File: src/rtl/dcache_ctrl_if.sv
// CPU-side request/response and memory-side block transfer signals of the data cache.
// slave is the cache's view; master is the view of whatever drives the CPU and memory.
interface dcache_ctrl_if;
  logic        read;
  logic        write;
  logic [7:0]  address;
  logic [7:0]  writedata;
  logic [7:0]  readdata;
  logic        busywait;
  logic        mem_read;
  logic        mem_write;
  logic [5:0]  mem_address;
  logic [31:0] mem_writedata;
  logic [31:0] mem_readdata;
  logic        mem_busywait;

  modport slave (
    input  read, write, address, writedata, mem_readdata, mem_busywait,
    output readdata, busywait, mem_read, mem_write, mem_address, mem_writedata
  );

  modport master (
    output read, write, address, writedata, mem_readdata, mem_busywait,
    input  readdata, busywait, mem_read, mem_write, mem_address, mem_writedata
  );
endinterface

File: src/rtl/dcache_ctrl.sv
// Direct-mapped, write-back, write-allocate data cache with 4-byte blocks.
// Stalls the CPU through busywait while a dirty block is written back and a new one fetched.
module dcache_ctrl #(
  parameter int unsigned IndexBits = 3
) (
  input  logic         clk_i,
  input  logic         rst_i,
  dcache_ctrl_if.slave bus
);

  localparam int unsigned TagBits   = 6 - IndexBits;
  localparam int unsigned NumBlocks = 1 << IndexBits;

  typedef enum logic [1:0] {StIdle, StWb, StFetch, StRefill} state_e;

  state_e                state_q;
  logic [NumBlocks-1:0]  valid_q;
  logic [NumBlocks-1:0]  dirty_q;
  logic [TagBits-1:0]    tag_q  [NumBlocks];
  logic [31:0]           data_q [NumBlocks];
  logic                  mem_read_q;
  logic                  mem_write_q;
  logic [5:0]            mem_address_q;
  logic [31:0]           mem_writedata_q;
  logic [5:0]            miss_addr_q;
  logic [31:0]           fill_q;

  logic [TagBits-1:0]    addr_tag;
  logic [IndexBits-1:0]  addr_idx;
  logic [1:0]            addr_off;
  logic [TagBits-1:0]    miss_tag;
  logic [IndexBits-1:0]  miss_idx;
  logic                  req;
  logic                  hit;

  assign addr_tag = bus.address[7 -: TagBits];
  assign addr_idx = bus.address[2 +: IndexBits];
  assign addr_off = bus.address[1:0];
  assign miss_tag = miss_addr_q[5 -: TagBits];
  assign miss_idx = miss_addr_q[IndexBits-1:0];

  assign req = bus.read | bus.write;
  assign hit = valid_q[addr_idx] && (tag_q[addr_idx] == addr_tag);

  // Gated by reset so an aborted miss releases the CPU in the same cycle.
  assign bus.busywait      = !rst_i && ((state_q != StIdle) || (req && !hit));
  assign bus.readdata      = data_q[addr_idx][{addr_off, 3'b000} +: 8];
  assign bus.mem_read      = mem_read_q;
  assign bus.mem_write     = mem_write_q;
  assign bus.mem_address   = mem_address_q;
  assign bus.mem_writedata = mem_writedata_q;

  always_ff @(posedge clk_i or posedge rst_i) begin
    if (rst_i) begin
      state_q         <= StIdle;
      valid_q         <= '0;
      dirty_q         <= '0;
      mem_read_q      <= 1'b0;
      mem_write_q     <= 1'b0;
      mem_address_q   <= '0;
      mem_writedata_q <= '0;
      miss_addr_q     <= '0;
      fill_q          <= '0;
    end else begin
      unique case (state_q)
        StIdle: begin
          if (req && hit) begin
            if (bus.write) dirty_q[addr_idx] <= 1'b1;
          end else if (req) begin
            miss_addr_q <= {addr_tag, addr_idx};
            if (dirty_q[addr_idx]) begin
              state_q         <= StWb;
              mem_write_q     <= 1'b1;
              mem_address_q   <= {tag_q[addr_idx], addr_idx};
              mem_writedata_q <= data_q[addr_idx];
            end else begin
              state_q       <= StFetch;
              mem_read_q    <= 1'b1;
              mem_address_q <= {addr_tag, addr_idx};
            end
          end
        end
        StWb: begin
          if (!bus.mem_busywait) begin
            state_q       <= StFetch;
            mem_write_q   <= 1'b0;
            mem_read_q    <= 1'b1;
            mem_address_q <= miss_addr_q;
          end
        end
        StFetch: begin
          if (!bus.mem_busywait) begin
            state_q    <= StRefill;
            mem_read_q <= 1'b0;
            fill_q     <= bus.mem_readdata;
          end
        end
        StRefill: begin
          state_q           <= StIdle;
          valid_q[miss_idx] <= 1'b1;
          dirty_q[miss_idx] <= 1'b0;
        end
        default: state_q <= StIdle;
      endcase
    end
  end

  // Tag and data arrays carry no reset; validity alone qualifies their contents.
  always_ff @(posedge clk_i) begin
    if (!rst_i && state_q == StRefill) begin
      data_q[miss_idx] <= fill_q;
      tag_q[miss_idx]  <= miss_tag;
    end else if (!rst_i && state_q == StIdle && bus.write && hit) begin
      data_q[addr_idx][{addr_off, 3'b000} +: 8] <= bus.writedata;
    end
  end

endmodule

File: src/flat_wrapper.sv
// flat-port wrapper written by rule: the top's interface ports become plain ports
module dcache_ctrl_flat 
#(
  parameter int unsigned IndexBits = 3
)
  (clk_i, rst_i, bus_read, bus_write, bus_address, bus_writedata, bus_mem_readdata, bus_mem_busywait, bus_readdata, bus_busywait, bus_mem_read, bus_mem_write, bus_mem_address, bus_mem_writedata);
  dcache_ctrl_if bus_i ();
  input  logic clk_i;
  input  logic rst_i;
  input wire logic [$bits(bus_i.read)-1:0] bus_read;
  input wire logic [$bits(bus_i.write)-1:0] bus_write;
  input wire logic [$bits(bus_i.address)-1:0] bus_address;
  input wire logic [$bits(bus_i.writedata)-1:0] bus_writedata;
  input wire logic [$bits(bus_i.mem_readdata)-1:0] bus_mem_readdata;
  input wire logic [$bits(bus_i.mem_busywait)-1:0] bus_mem_busywait;
  output wire logic [$bits(bus_i.readdata)-1:0] bus_readdata;
  output wire logic [$bits(bus_i.busywait)-1:0] bus_busywait;
  output wire logic [$bits(bus_i.mem_read)-1:0] bus_mem_read;
  output wire logic [$bits(bus_i.mem_write)-1:0] bus_mem_write;
  output wire logic [$bits(bus_i.mem_address)-1:0] bus_mem_address;
  output wire logic [$bits(bus_i.mem_writedata)-1:0] bus_mem_writedata;
  assign bus_i.read = bus_read;
  assign bus_i.write = bus_write;
  assign bus_i.address = bus_address;
  assign bus_i.writedata = bus_writedata;
  assign bus_i.mem_readdata = bus_mem_readdata;
  assign bus_i.mem_busywait = bus_mem_busywait;
  assign bus_readdata = bus_i.readdata;
  assign bus_busywait = bus_i.busywait;
  assign bus_mem_read = bus_i.mem_read;
  assign bus_mem_write = bus_i.mem_write;
  assign bus_mem_address = bus_i.mem_address;
  assign bus_mem_writedata = bus_i.mem_writedata;
  dcache_ctrl #(.IndexBits(IndexBits)) u_core (.clk_i(clk_i), .rst_i(rst_i), .bus(bus_i));
endmodule
File: config.mk
export PLATFORM = sky130hd
export DESIGN_NAME = dcache_ctrl_flat
export DESIGN_NICKNAME = d
export VERILOG_FILES = /design/src/rtl/dcache_ctrl_if.sv /design/src/rtl/dcache_ctrl.sv /design/src/flat_wrapper.sv
export SDC_FILE = /design/constraint.sdc
export NUM_CORES = 1
export LEC_CHECK = 0
export ABC_AREA = 1
export CAP_MARGIN = 20
export CORE_MARGIN = 5
export CORE_UTILIZATION = 40
export CTS_CLUSTER_DIAMETER = 200
export DETAILED_ROUTE_END_ITERATION = 10
export SYNTH_ARGS = -nofsm -noshare
export SYNTH_HDL_FRONTEND = slang
export SYNTH_SLANG_ARGS = --single-unit
File: constraint.sdc
create_clock -name clk_i -period 4.1 [get_ports clk_i]
set_input_delay 0.82 -clock clk_i [delete_from_list [all_inputs] [get_ports clk_i]]
set_output_delay 0.82 -clock clk_i [all_outputs]
set_load 0.01 [all_outputs]
# == Yosys cells after proc, flatten, opt, wreduce, memory -nomap -nowiden ==
# Memory sizes are Yosys's and may differ from the RTL's.
# Index checks and enable logic that the tools add are counted.
# totals
reg_bits,96
ram_bits,280
in_bits,53
output_inout_bits,49
word_cells,105
memories,2
# mem_list
memory,depth,word_bits,rd,rd_clocked_by_memory_dff,write_ports,line,text
u_core.data_q,8,32,1,0,1,dcache_ctrl.sv:20,logic [31:0] data_q [NumBlocks];
u_core.tag_q,8,3,1,0,1,dcache_ctrl.sv:19,logic [TagBits-1:0] tag_q [NumBlocks];
# classes
n_addsub,1
magnitude_cmp,4
n_eq_ne,12
shifts,3
muxes,40
bitwise,7
n_reduce_logical,27
# ops
op,count
two-way mux 32 bit,3
OR reduction 32 bit,1
"variable shift 8 x 7 -> 32 bit, first input constant",1
variable part select 32 x 6 -> 8 bit,1
variable part select 8 x 7 -> 32 bit,1
two-way mux 6 bit,4
two-way mux 1 bit,16
two-way mux 8 bit,2
bitwise OR 8 bit,2
case mux 8 bit (2 select lines),1
case mux 6 bit (2 select lines),1
AND reduction 4 bit,3
logical AND 1 bit,10
two-way mux 2 bit,5
"!= test 2 bit, second input constant",5
AND 8 bit,1
"less-than comparator 3 x 4 -> 1 bit, second input constant",2
NOT 8 bit,1
case mux 2 bit (4 select lines),1
negator 5 -> 7 bit,1
binary-select mux 1 bit (select 3 bit),2
demux 1 bit (select 3 bit),2
"greater-or-equal comparator 3 x 1 -> 1 bit, second input constant",2
"!= test 2 x 1 -> 1 bit, second input constant",3
other kinds (17),23

# == Longest topological paths before layout ==
# Gate-level depths: netlist of the first run.
# depth
ltp_word,9
depth_mapped,17
mapped_depth_nobuf,16

# == Worst setup path after synthesis of the first run ==
# OpenSTA, ideal clock, no wires.
# synth_path
kind,in2reg
from,input port bus_address[0]
to,"memory u_core.data_q[5][0], enable pin"
setup_ns,0.370
t_arrival_ns,2.946
required_time_ns,3.730
setup_slack_ns,0.784
path_stages,11
path_buffers,3
path_cell_list,clkbuf_1 -> inv_1 -> clkbuf_1 -> ha_1 -> clkbuf_1 -> o211ai_1 -> nand2_2 -> nand2_1 -> nand2_2 -> nand3_2 -> nor2_1
# synth_between
elab_chain_cells,5
word_cells_on_any_way,6
classes_between,1 x add/sub; 1 x shift; 3 x mux; 1 x reduce/logical
# synth_lines
item,line,text
start: declaration,flat_wrapper.sv:12,input wire logic [$bits(bus_i.address)-1:0] bus_address;
negator 5 -> 7 bit *,dcache_ctrl.sv:114,"data_q[addr_idx][{addr_off, 3'b000} +: 8] <= bus.writedata;"
variable shift 8 x 7 -> 32 bit *,dcache_ctrl.sv:114,
two-way mux 32 bit (implied by the code) *,dcache_ctrl.sv:114,
OR reduction 32 bit (no line),--,
two-way mux 3 bit (no line) or two-way mux 32 bit (tied branches),--,
end: declaration,dcache_ctrl.sv:20,
# Every way passes the cells marked *; elsewhere a longest branch is shown, timed or not.

# == Worst setup path after layout of the first run ==
# layout_path
from,input port bus_address[4]
to,output port bus_readdata[2]
# layout_between
elab_chain_cells,2
# layout_lines
item,line,text
memory read (8 x 32 bit),--,
variable part select 32 x 6 -> 8 bit,dcache_ctrl.sv:47,"assign bus.readdata = data_q[addr_idx][{addr_off, 3'b000} +: 8];"
end: declaration,flat_wrapper.sv:16,output wire logic [$bits(bus_i.readdata)-1:0] bus_readdata;
# Every way passes these cells.

==> run_results.csv, run 1 <==
group,metric,value,unit
global_routing,overflow,0,
routing,drtIter0Drc,889,
routing,wl_per_cell,20.0,microns
outcome,status,"finished, final reports clean",
flow_run,drv_cap,0,
floorplan,io_pins,102,
power_and_ir_drop,combPwrFrac,24.3,%
setup_path,worstPathMaxFanout,24,
setup_path,reg2reg_depth,10,
power_and_ir_drop,switching_power,3.63,mW
placed_design,port_buffers,101,
global_routing,use_met1,29.5,%
cells_and_area,diodes,0,
synth,ys_ff_latch,376,
synth,synth_ff_type,"edfxtp_1",
setup_path,reg2reg_setup_slack,1130,ps
timing,maxSlewHeadroom,34.0,%
timing,setup_tns,0,ps
synth,yosysSeqAreaShare,68.7,%
floorplan,die_w,208,microns
clock_network,cts_tree,"yes",
routing,vias,11300,
clock_network,clk_pin_slew,50,ps
setup_path,endpoint,"bus_readdata[2]",
timing,hold_viol,0,
power_and_ir_drop,p_clk_share,30.8,%
routing,dr.pass1.iters,5,
power_and_ir_drop,leakage,7.55,nW
setup_path,crit_type,"input pin to primary output",
timing,rsz0062_at_grt,"false",
timing,skew,25.1,ps
clock_network,cts_root_buf,"clkbuf_16",
floorplan,core_area,38800,sq um
timing,worstMarginPinSlew,979,ps
clock_network,cts_buffers,42,
setup_path,crit_path_top_delay_cell,"clkdlybuf4s50_1",
floorplan,start_util,40.5,%
placed_design,gp_congestion,0.849,
cells_and_area,layout_common_cells,"280 x edfxtp_1, 212 x nand2_1, 209 x o21ai_0",
power_and_ir_drop,finalPower,12.2,mW
setup_path,crit_path_end_kind,"primary output",
timing,fmax,252,MHz
power_and_ir_drop,seqPwrFrac,44.9,%
clock_network,clk_latency,560,ps
placed_design,dp.cells,2073,
global_routing,grt_use_met3,3.66,%
power_and_ir_drop,ir_worst_vdd,0.338,mV
setup_path,required,3280,ps
synth,syn_avg_cell_area,11.5,sq um
clock_network,clockBufferDepth,3,
min_path,worstHoldPathType,"flop to flop",
global_routing,grt_pass1_wl,65800,microns
timing,drv_slew,0,
setup_path,timing.critical_path.cells,"clkdlybuf4s15_1 -> buf_4 -> nor2_4 -> buf_12 -> o21ai_0 -> o21ai_2 -> a211oi_1 -> buf_4 -> o21ai_0 -> o22a_1 -> clkdlybuf4s50_1",
synth,synth_area,15700,sq um
placed_design,hpwlAfterDp,30700,microns
setup_path,max_stage_delay,550,ps
setup_path,rr_startpoint,"u_core.state_q[0]$_DFFE_PP0P_",
power_and_ir_drop,p_int,8.58,mW
setup_path,rr_endpoint,"u_core.data_q[2][11]$_DFFE_PP_",
cells_and_area,layout-drive-gt1-share,18.1,%
floorplan,rows,72,
routing,drc_errors,0,
cells_and_area,syn_to_final_growth,26.1,%
setup_path,startpoint,"bus_address[4]",
synth,async_reset_ff_share,25.5,%
synth,yosys_warnings,0,
floorplan,die_area,43400,sq um
clock_network,htree_levels,2,
global_routing,grtUsageMet2,28.8,%
routing,ant_nets,0,
global_routing,grt_usage,19.5,%
global_routing,grt_antenna_before_repair,0,
power_and_ir_drop,powerDensity,616,nW/um^2
setup_path,worst_setup_path_start_kind,"input pin",
global_routing,top_usage_layer,"met1",
cells_and_area,nets,1661,
setup_path,arrival,3150,ps
synth,syn_nets,1431,
routing,routed_via_density,5.25,
timing,setup_viol,0,
synth,synth_edf_count,280,
power_and_ir_drop,swShare,29.8,%
timing,fin_crit_sh,96.9,%
clock_network,cts_sinks,376,
global_routing,grt_max_degree,69,
synth,synthCells,1369,
cells_and_area,n_fill_cell,3391,
routing,wirelength,42900,microns
global_routing,first_global_vias,11000,
synth,synthDistinctLibCells,36,
cells_and_area,stdcell_count,2147,
cells_and_area,final_common_cell,"edfxtp_1",
timing,fin_crit,3970,ps
floorplan,die_h,208,microns
## stage by stage
step,cell area (sq um),setup slack [ps],util [%],hold WS [ps]
2_1_floorplan,15700,584,-,434
3_3_place_gp,18400,-243,47.4,447
3_5_place_dp,18400,-305,47.4,450
4_1_cts,19800,49.0,51.0,466
5_1_grt,19800,7.61,51.1,486
6_report,19800,127,51.1,468
## worst min-delay path by stage
stage | cells after the start | slack, ps | end | from
6_report | 2 | 470 | u_core.valid_q[0]$_DFFE_PP0P_ | u_core.valid_q[0]$_DFFE_PP0P_
5_1_grt | 2 | 490 | u_core.valid_q[3]$_DFFE_PP0P_ | u_core.valid_q[3]$_DFFE_PP0P_
4_1_cts | 2 | 470 | u_core.valid_q[3]$_DFFE_PP0P_ | u_core.valid_q[3]$_DFFE_PP0P_
3_5_place_dp | 2 | 450 | u_core.valid_q[3]$_DFFE_PP0P_ | u_core.valid_q[3]$_DFFE_PP0P_
3_3_place_gp | 2 | 450 | u_core.valid_q[3]$_DFFE_PP0P_ | u_core.valid_q[3]$_DFFE_PP0P_
2_1_floorplan | 2 | 430 | u_core.valid_q[3]$_DFFE_PP0P_ | u_core.valid_q[3]$_DFFE_PP0P_
## cells by family after synthesis
group,synth area share (%)
buf+inv,3.58
fa+ha+maj,0.715
compound gates,11.0
simple gates,13.4
flops,68.7
mux,2.55
## timing repair
action / CTS / global route
pin swaps: 1 / 1
resized for setup: 7 / 15
endpoints found under the setup margin: 9 / 8
setup buffers: 0 / 0
hold buffers: 0 / 0
## metal layers
metal / wire length, microns / vias to the layer above / share of wire, %
li1: - / 5304 / -
met1: 20200 / 5503 / 47
met2: 18500 / 410 / 43
met3: 3220 / 63 / 7.5
met4: 933 / 0 / 2.2
met5: 0 / - / 0
## synth_stat cells (3+ instances only)
library cell	number	area, sq um
o31ai_1	3	22.5
ha_1	9	113
edfxtp_1	280	8410
nand3_1	61	305
dfrtp_1	96	2400
nor3_1	6	30.0
mux2_2	33	372
o211ai_1	4	30.0
a211oi_1	30	225
o22a_1	8	70.1
buf_2	9	45.0
a31oi_1	4	25.0
a21oi_1	4	20.0
buf_1	4	15.0
nand2_2	8	50.1
nand3_2	10	100
nor2_1	200	751
nand4_1	3	18.8
inv_1	60	225
clkbuf_1	55	206
o22ai_1	12	75.1
buf_6	3	33.8
nand2_1	212	796
o32ai_1	20	175
inv_2	4	15.0
mux2i_1	3	30.0
o21ai_0	213	1070
## final cells by class
class                      count  area (sq um)  share of cell area, %
clock buffer                  51          1130                   5.68
clock inverter                23           241                   1.22
inverter                      66           250                   1.26
multi-input combinational    854          4420                   22.3
sequential                   376         10800                   54.5
tap                          518           648                   3.27
timing repair buffer         259          2340                   11.8
## sequential cells by signal, summed over array words and instances (netlist names)
signal	flops
u_core.bus.mem_write	1
u_core.bus.mem_read	1
u_core.dirty_q	8
u_core.valid_q	8
u_core.fill_q	32
u_core.tag_q	24
u_core.miss_addr_q	6
u_core.bus.mem_writedata	32
u_core.state_q	2
u_core.data_q	256
u_core.bus.mem_address	6
## power by group through the flow
stage	combinational (mW)	clock [mW]	sequential, mW
floorplan	1.47	0	5.53
global placement	2.90	0	5.54
detailed placement	2.95	0	5.56
CTS	2.97	3.83	5.49
global route	3.26	3.99	5.55
finish	2.96	3.76	5.49
## critical path: cells and delay by family
| family | cells | cell delay (ps) |
|---|---|---|
| AOI/OAI and AO/OA | 5 | 750 |
| buffers and inverters | 5 | 1390 |
| and+or+nand+nor | 1 | 170 |
(Power assumes the default switching activity.)
==> run 2: changes to the inputs <==
--- a/config.mk
+++ b/config.mk
@@ -9,7 +9,7 @@
 export CAP_MARGIN = 20
 export CORE_MARGIN = 5
 export CORE_UTILIZATION = 40
-export CTS_CLUSTER_DIAMETER = 200
+export CTS_CLUSTER_DIAMETER = 120
 export DETAILED_ROUTE_END_ITERATION = 10
 export SYNTH_ARGS = -nofsm -noshare
 export SYNTH_HDL_FRONTEND = slang
==> results of run 2 <==
Same layout as run 1: the final DEF is identical, and so are final timing and power.
==> run 3: changes to the inputs <==
--- a/config.mk
+++ b/config.mk
@@ -7,6 +7,7 @@
 export LEC_CHECK = 0
 export ABC_AREA = 1
 export CAP_MARGIN = 20
+export CORE_ASPECT_RATIO = 1.5
 export CORE_MARGIN = 5
 export CORE_UTILIZATION = 40
 export CTS_CLUSTER_DIAMETER = 120
==> constraint.sdc (replaced) <==
create_clock -name clk_i -period 4.3 [get_ports clk_i]
set_input_delay 0.86 -clock clk_i [delete_from_list [all_inputs] [get_ports clk_i]]
set_output_delay 0.86 -clock clk_i [all_outputs]
set_load 0.01 [all_outputs]
==> run 3 against run 2 <==
  * Cell count down 2.5%
  * Worst setup slack worse by 5.5 ps
  * Count of clock-buffer cells in the layout down 1
  * Combinational power down 8.4%
  * Final area down 2.9%
  * Sequential power down 4.6%
  * Non-clock buffer count down 24
  * Sequential share of layout area up 1.6 points
  * Core utilization down 1.8 points
  * Total power down 11%
  * Sequential cell count unchanged
==> run_results.csv, run 3 (same netlist as run 1, synthesis figures left out) <==
group,metric,value,unit
timing,fin_ws,121,ps
timing,maxSlewHeadroom,32.0,%
routing,dr_wl_met3,2750,microns
clock_network,cts-hold-fix-buffers,0,
clock_network,clk_pin_slew,60,ps
clock_network,htree_levels,2,
setup_path,reg2reg_depth,9,
min_path,worstHoldPathType,"flop to flop",
floorplan,rows,89,
clock_network,clk_latency,520,ps
routing,vias,11200,
timing,drv_slew,0,
timing,worstMarginPinSlew,1010,ps
clock_network,post_cts_resized,5,
global_routing,overflow,0,
timing,rsz0062_at_grt,"false",
setup_path,crit_path_top_delay_cell,"a211oi_1",
cells_and_area,layout-drive-gt1-share,15.5,%
placed_design,gp_congestion,0.922,
floorplan,die_h,253,microns
min_path,worstHoldPathCells,2,
routing,drc_errors,0,
floorplan,die_w,172,microns
cells_and_area,regMostFlops,"u_core.data_q",
setup_path,required,3440,ps
setup_path,worstPathMaxFanout,22,
timing,fin_crit_sh,97.2,%
setup_path,worst_setup_path_start_kind,"input pin",
placed_design,dp_slack,-184,ps
routing,wl_per_cell,20.5,microns
timing,fmax,239,MHz
cells_and_area,diodes,0,
power_and_ir_drop,finalPower,10.9,mW
routing,ant_nets,0,
power_and_ir_drop,powerDensity,566,nW/um^2
setup_path,cp_num_buf_inv,5,
clock_network,clockBufferDepth,3,
setup_path,max_stage_delay,530,ps
timing,setup_tns,0,ps
outcome,status,"finished, final reports clean",
floorplan,die_area,43500,sq um
clock_network,cts_root_buf,"clkbuf_16",
setup_path,crit_cells,11,
setup_path,timing.critical_path.cells,"dlygate4sd2_1 -> buf_4 -> inv_1 -> nor2_4 -> buf_12 -> o21ai_0 -> o21ai_0 -> a211oi_1 -> nor2_1 -> o22a_1 -> clkdlybuf4s50_1",
routing,drtIter0Drc,807,
setup_path,crit_path_end_kind,"primary output",
cells_and_area,largest_reg_flops,256,
timing,setup_viol,0,
timing,hold_viol,0,
setup_path,cp_top_family,"buffers and inverters",
cells_and_area,n_fill_cell,3465,
global_routing,grt_max_degree,58,
floorplan,core_area,39100,sq um
global_routing,first_global_vias,11000,
global_routing,grt_pass1_wl,64300,microns
cells_and_area,final_common_cell,"edfxtp_1",
routing,routed_via_density,5.34,
routing,wl_met2,21500,microns
placed_design,port_buffers,101,
cells_and_area,layout_common_cells,"280 x edfxtp_1, 213 x o21ai_0, 212 x nand2_1",
routing,dr.max_layer_used,"met4",
setup_path,arrival,3320,ps
floorplan,io_pins,102,
cells_and_area,syn_to_final_growth,22.4,%
placed_design,hpwlAfterDp,30600,microns
timing,skew,18.2,ps
timing,fin_crit,4180,ps
clock_network,post_cts_buffers,0,
setup_path,crit_type,"input pin to primary output",
routing,dr.pass1.iters,7,
cells_and_area,nets,1632,
routing,wirelength,42900,microns
clock_network,cts_buffers,37,
global_routing,grt_antenna_before_repair,0,
power_and_ir_drop,ir_worst_vdd,0.314,mV
power_and_ir_drop,leakage,7.26,nW
clock_network,cts_sinks,376,
setup_path,crit_top_cell,"o21ai_0",
flow_run,drv_cap,0,
global_routing,grt_usage,19.6,%
floorplan,start_util,40.3,%
routing,met1_length,16800,microns
clock_network,cts_tree,"yes",
[run 3: changes by cell type in the layout (fill, tap and decap cells not counted), sizes merged]
cell,change
clkdlybuf4s50,-1
bufinv,-4
dlygate4sd2,+2
clkbuf,-2
clkinvlp,-1
buf,-24
clkinv,-5
clkdlybuf4s15,-1
dlymetal6s2s,+1
[run 3: cell type report]
class / count / area [sq um] / share of cell area, %
tap: 500 / 626 / 3.25
sequential: 376 / 10800 / 56.1
clock buffer: 50 / 995 / 5.16
clock inverter: 13 / 83.8 / 0.435
multi-input combinational: 854 / 4380 / 22.7
timing repair buffer: 235 / 2110 / 11.0
inverter: 66 / 250 / 1.30
[run 3: report_power, final]
group          internal (mW)  switching (mW)  leakage [nW]
Sequential              4.91           0.332          3.69
Clock                   1.67            1.28         0.531
Combinational           1.06            1.65          3.05
[run 3: routing by layer]
metal,global-route usage [%],up-vias
met1,24.4,5430
met5,0,-
met2,33.7,421
li1,-,5230
met3,2.98,108
met4,8.72,0
[run 3: worst paths after layout]
check,slack [ps],startpoint,endpoint
min in group asynchronous,950,rst_i,u_core.miss_addr_q[5]$_DFFE_PP0P_
max reg2reg,1310,u_core.state_q[1]$_DFFE_PP0P_,u_core.data_q[6][11]$_DFFE_PP_
min,470,u_core.valid_q[7]$_DFFE_PP0P_,u_core.valid_q[7]$_DFFE_PP0P_
min reg2reg,470,u_core.valid_q[7]$_DFFE_PP0P_,u_core.valid_q[7]$_DFFE_PP0P_
max,120,bus_address[3],bus_readdata[2]
max in group asynchronous,2520,rst_i,u_core.fill_q[12]$_DFFE_PP0P_
[run 3: metrics by stage]
step	hold WS [ps]	instance area, sq um	cells	utilization (%)
after floorplan	434	15700	1369	-
after global placement	446	18200	2031	46.5
after detailed placement	456	18200	2031	46.5
after CTS	471	19300	2094	49.3
after global routing	483	19300	2094	49.3
final	470	19300	2094	49.3
[run 3: worst register-to-register path: stages (launching register included)]
cell	delay, ps
dfrtp_1	400
inv_1	130
ha_1	380
nand2_1	90
nor3_1	150
buf_4	190
o211ai_1	150
nand2_2	150
inv_2	150
o21ai_0	830
